$ cat src/rtl/lcv_div_iter.sv
// lcv_div_iter: iterative radix-2 restoring divider for the execute-stage divide unit.
// Resolves one quotient bit per cycle. Valid/ready on both sides, one operation in flight.
//
// Ports:
//   clk, rst            clock and synchronous active-high reset
//   in_valid/in_ready   operand handshake (dividend, divisor, is_signed)
//   out_valid/out_ready result handshake (quot, rem)
//   quot                quotient, truncated toward zero
//   rem                 remainder, same sign as the dividend
//
// Configuration macro LCV_DIV_ITER_SIGNED_EN:
//   defined   - is_signed is honoured, with magnitude/negation logic and MIN/-1 overflow detect
//   undefined - is_signed is ignored and every operation is unsigned
module lcv_div_iter #(
    parameter int unsigned WIDTH = 32
) (
    input  logic             clk,
    input  logic             rst,
    input  logic             in_valid,
    output logic             in_ready,
    input  logic [WIDTH-1:0] dividend,
    input  logic [WIDTH-1:0] divisor,
    input  logic             is_signed,
    output logic             out_valid,
    input  logic             out_ready,
    output logic [WIDTH-1:0] quot,
    output logic [WIDTH-1:0] rem
);

    localparam int unsigned CW = $clog2(WIDTH + 1);
    localparam logic [WIDTH-1:0] MIN_VAL = {1'b1, {(WIDTH-1){1'b0}}};

    typedef enum logic [1:0] {
        IDLE = 2'd0,
        RUN  = 2'd1,
        DONE = 2'd2
    } state_t;

    state_t state, state_nx;

    logic [CW-1:0]    cnt;
    logic [WIDTH-1:0] acc;
    logic [WIDTH-1:0] q_wk;
    logic [WIDTH-1:0] dvs;
    logic             neg_q;
    logic             neg_r;

    logic             accept;
    logic             dvd_neg;
    logic             dvs_neg;
    logic             ovf;
    logic             div_zero;
    logic [WIDTH-1:0] dvd_mag;
    logic [WIDTH-1:0] dvs_mag;

    logic [WIDTH:0]   shifted;
    logic [WIDTH:0]   diff;
    logic [WIDTH:0]   acc_sel;
    logic             no_borrow;
    logic [WIDTH-1:0] acc_nx;
    logic [WIDTH-1:0] q_nx;
    logic             unused_bits;

    assign accept   = in_valid & in_ready;
    assign div_zero = (divisor == '0);

    // Sign handling: only built when signed operation is enabled
`ifdef LCV_DIV_ITER_SIGNED_EN
    assign dvd_neg     = is_signed & dividend[WIDTH-1];
    assign dvs_neg     = is_signed & divisor[WIDTH-1];
    assign ovf         = is_signed & (dividend == MIN_VAL) & (divisor == '1);
    assign unused_bits = acc_sel[WIDTH];
`else
    assign dvd_neg     = 1'b0;
    assign dvs_neg     = 1'b0;
    assign ovf         = 1'b0;
    assign unused_bits = ^{is_signed, acc_sel[WIDTH]};
`endif

    // |MIN| is 2^(WIDTH-1), which still fits WIDTH bits when read as unsigned
    assign dvd_mag = dvd_neg ? WIDTH'(-dividend) : dividend;
    assign dvs_mag = dvs_neg ? WIDTH'(-divisor)  : divisor;

    // One restoring step: the shifted partial remainder needs WIDTH+1 bits
    assign shifted   = {acc, q_wk[WIDTH-1]};
    assign no_borrow = (shifted >= {1'b0, dvs});
    assign diff      = shifted - {1'b0, dvs};
    assign acc_sel   = no_borrow ? diff : shifted;
    assign acc_nx    = acc_sel[WIDTH-1:0];
    assign q_nx      = {q_wk[WIDTH-2:0], no_borrow};

    // State register
    always_ff @(posedge clk) begin
        if (rst) begin
            state <= IDLE;
        end else begin
            state <= state_nx;
        end
    end

    // Next-state logic
    always_comb begin
        state_nx = state;
        unique case (state)
            IDLE:    if (accept) state_nx = (div_zero || ovf) ? DONE : RUN;
            RUN:     if (cnt == CW'(1)) state_nx = DONE;
            DONE:    if (out_ready) state_nx = IDLE;
            default: state_nx = IDLE;
        endcase
    end

    // Handshake outputs registered from the next state
    always_ff @(posedge clk) begin
        if (rst) begin
            in_ready  <= 1'b1;
            out_valid <= 1'b0;
        end else begin
            in_ready  <= (state_nx == IDLE);
            out_valid <= (state_nx == DONE);
        end
    end

    // Datapath: operand latch, iteration, sign fixup on the last step
    always_ff @(posedge clk) begin
        if (rst) begin
            cnt   <= '0;
            acc   <= '0;
            q_wk  <= '0;
            dvs   <= '0;
            neg_q <= 1'b0;
            neg_r <= 1'b0;
            quot  <= '0;
            rem   <= '0;
        end else begin
            unique case (state)
                IDLE: begin
                    if (accept) begin
                        if (div_zero) begin
                            quot <= '1;
                            rem  <= dividend;
                        end else if (ovf) begin
                            quot <= MIN_VAL;
                            rem  <= '0;
                        end else begin
                            acc   <= '0;
                            q_wk  <= dvd_mag;
                            dvs   <= dvs_mag;
                            neg_q <= dvd_neg ^ dvs_neg;
                            neg_r <= dvd_neg;
                            cnt   <= CW'(WIDTH);
                        end
                    end
                end
                RUN: begin
                    acc  <= acc_nx;
                    q_wk <= q_nx;
                    cnt  <= cnt - CW'(1);
                    if (cnt == CW'(1)) begin
                        quot <= neg_q ? WIDTH'(-q_nx)   : q_nx;
                        rem  <= neg_r ? WIDTH'(-acc_nx) : acc_nx;
                    end
                end
                default: begin
                end
            endcase
        end
    end

endmodule
$ cat config.mk
export PLATFORM = sky130hd
export DESIGN_NAME = lcv_div_iter
export DESIGN_NICKNAME = d
export VERILOG_FILES = /design/src/rtl/lcv_div_iter.sv
export SDC_FILE = /design/constraint.sdc
export NUM_CORES = 1
export LEC_CHECK = 0
export BUFFER_PORTS_ARGS = -buffer_cell sky130_fd_sc_hd__buf_4
export CAP_MARGIN = 20
export CORE_UTILIZATION = 39
export CTS_CLUSTER_DIAMETER = 150
export CTS_CLUSTER_SIZE = 20
export DETAILED_ROUTE_END_ITERATION = 10
export PLACE_DENSITY = 0.6
export SETUP_SLACK_MARGIN = 0.4
export SLEW_MARGIN = 20
export SYNTH_ARGS = -nofsm -noshare
export SYNTH_HDL_FRONTEND = slang
export SYNTH_SLANG_ARGS = --single-unit
$ cat constraint.sdc
create_clock -name clk -period 7.1 [get_ports clk]
set_clock_uncertainty 0.15 [all_clocks]
set_input_delay 0.355 -clock clk [delete_from_list [all_inputs] [get_ports clk]]
set_output_delay 0.355 -clock clk [all_outputs]
set_load 0.02 [all_outputs]
==> flow_metrics.env <==
export IMPL_status="finished, final reports clean"
export IMPL_hold_slack_ps=24.59
export IMPL_grt_pass1_vias=7686
export IMPL_syn_nets=1257
export IMPL_met1_length_um=13720
export IMPL_slew_headroom_pct=31.86
export IMPL_syn_inst=1153
export IMPL_via_count=8484
export IMPL_dpl_hpwl_um=19380
export IMPL_cts_tree="yes"
export IMPL_hold_viol=0
export IMPL_cp_common_cell="a21oi_4"
export IMPL_start_kind="flop"
export IMPL_slowest_delay_ps=560
export IMPL_io_buffer_count=133
export IMPL_cts_resized=0
export IMPL_place_worst_setup_slack_ps=3135
export IMPL_wirelength_um=26000
export IMPL_wl_per_cell_um=16.69
export IMPL_async_flop_share_pct=0
export IMPL_detail_route_antenna_nets=0
export IMPL_num_rows=55
export IMPL_placedInstanceArea_mm2=0.01016
export IMPL_p_leak_nw=4.225
export IMPL_instances_no_fill=1558
export IMPL_die_h_um=155.8
export IMPL_cts_max_level=4
export IMPL_grt_max_degree=99
export IMPL_wl_met2_um=10830
export IMPL_fin_crit_ps=3648
export IMPL_setup_violations=0
export IMPL_yosysTopAreaCell="dfxtp_1"
export IMPL_drv_slew=0
export IMPL_hold_class="primary input to flop"
export IMPL_crit_required_ps=7280
export IMPL_firstDrtPassIters=7
export IMPL_rrSetupSlack_ps=3450
export IMPL_design_area_mm2=0.01078
export IMPL_clock_latency_ps=430
export IMPL_syn_area_per_cell_um2=8.000
export IMPL_cellPowerDensity_mw_per_mm2=518.2
export IMPL_design_core_area_mm2=0.02292
export IMPL_rsz0062_at_grt="false"
export IMPL_via_per_inst=5.445
export IMPL_fin_nets=1336
export IMPL_worstSetupPathType="flop to flop"
export IMPL_fill_cells=2367
export IMPL_syn2layout_area_growth_pct=16.82
export IMPL_antenna_found_initial=0
export IMPL_synth_edf_count=0
export IMPL_cts_root_buf="clkbuf_16"
export IMPL_place_inst=1525
export IMPL_met3_length_um=1238
export IMPL_post_cts_setup_buffer_count=0
export IMPL_clock_sinks=170
export IMPL_pin_count=135
export IMPL_worstPathArrival_ps=3830
export IMPL_fin_setup_tns_ps=0
export IMPL_seqCellArea_mm2=0.003403
export IMPL_synthFlopType="dfxtp_1"
export IMPL_ys_seq_area_share_pct=36.90
export IMPL_crit_fanout=18
export IMPL_ys_seq_elements=170
export IMPL_synth_top_cell_area_share_pct=36.90
export IMPL_grt_pass1_wl_um=41540
export IMPL_endpoint_kind="flop"
export IMPL_synthTopCellsByArea="dfxtp_1 37%, nand2_1 8.4%, a21oi_1 6.3%, nor2_1 4.8%, ha_1 4.6%"
export IMPL_die_area_mm2=0.02427
export IMPL_initial_core_util_pct=40.25
export IMPL_synth_area_mm2=0.009224
export IMPL_clockBufferDepth=2
export IMPL_final_layout_size_suffix_gt1_share_pct=17.19
export IMPL_cts_hold_buffers=0
export IMPL_synth_cell_types=69
export IMPL_gr_total_overflow=0
export IMPL_yosysWarnings=0
export IMPL_period_share_pct=51.38
export IMPL_numCtsBuffers=17
export IMPL_synth_common_cells="206 x nand2_1, 170 x dfxtp_1, 119 x nor2_1"
export IMPL_antenna_cells=0
export IMPL_drt_iter0_drc=628
export IMPL_drc=0
export IMPL_worst_slack_ps=3452
export IMPL_fp_dieW_um=155.8
export IMPL_yosysMostFrequentCell="nand2_1"
export IMPL_place_gp_congestion=0.9099
export IMPL_maxCapViolations=0
export IMPL_clk_pin_slew_ps=80
export IMPL_max_freq_mhz=274.1
export IMPL_top_layer="met4"
export IMPL_crit_path_top_delay_cell="a21oi_4"
export IMPL_grt_usage_pct=21.50
export IMPL_vdd_drop_max_mv=0.2917
export IMPL_tightest_slew_ps=1022
export IMPL_cp_cell_sequence="inv_1 > ha_1 > nand2_2 > or4_4 > a211oi_2 > or3_1 > a21oi_4 > a21oi_4 > a31oi_1 > a2111oi_2"
export IMPL_multiInputGateArea_mm2=0.005131
==> worst max-delay path, delay by kind of cell (launching register included) <==
family | cells | cell delay [ps]
buffers and inverters | 1 | 70
and+or+nand+nor | 3 | 950
AOI/OAI and AO/OA | 5 | 1620
adders and majority gates | 1 | 400
DFF | 1 | 350
==> kinds of logic after synthesis <==
| family | count (synthesis) | synth area share (%) |
|---|---|---|
| buffers and inverters | 127 | 7.718 |
| muxes | 5 | 0.5562 |
| AOI/OAI and AO/OA | 370 | 28.05 |
| xor gates and xnor gates | 26 | 2.469 |
| and+or+nand+nor | 420 | 19.48 |
| DFF | 170 | 36.90 |
| adders and majority gates | 35 | 4.829 |
==> path summary, 6_finish.rpt <==
kind | start | to | depth (start not counted)
max | dvs[14] | rem[30] | 10
min | divisor[18] | dvs[18] | 3
max reg2reg | dvs[14] | rem[30] | 10
min reg2reg | dvs[8] | dvs[8] | 2
==> where the power goes <==
part           switching, mW  total [mW]  internal, mW  leakage (nW)
combinational           2.24        3.45          1.21          2.55
clock                  0.458       0.933         0.475         0.293
sequential             0.120        1.20          1.09          1.38
total                   2.82        5.58          2.77          4.22
==> flip-flops by register name, summed over array words and instances (netlist names) <==
register,cells
cnt,6
out_valid,1
rem,32
quot,32
state,2
acc,32
q_wk,32
in_ready,1
dvs,32
==> per-layer routing <==
layer,up-vias,global-route usage (%)
li1,4326,-
met1,3926,33.11
met2,218,30.95
met3,14,3.583
met4,0,4.155
met5,-,0
==> area by class of cell <==
class                           count  area share (%)
Sequential cell                   170           31.58
Inverter                           42           1.463
Timing Repair Buffer              145           10.17
Tap cell                          313           3.634
Clock inverter                     15           1.579
Multi-Input combinational cell    856           47.62
Clock buffer                       17           3.948
==> layout by cell type (no fill, tap or decap), drive strengths merged, types with 16 or more instances in the layout <==
cell,instances
a2111oi,17
a211oi,65
a21oi,124
a311oi,35
a31oi,35
buf,145
clkbuf,17
dfxtp,170
ha,34
inv,50
nand2,209
nand3,27
nor2,119
o21ai,28
xnor2,16
==> metrics by stage <==
step           total power, mW  util (%)
2_1_floorplan            3.954         -
3_3_place_gp             4.627     44.36
3_5_place_dp             4.628     44.36
4_1_cts                  5.575     46.96
5_1_grt                  5.978     47.02
6_report                 5.584     47.02
No activity file was read; power rests on OpenSTA's default activity.
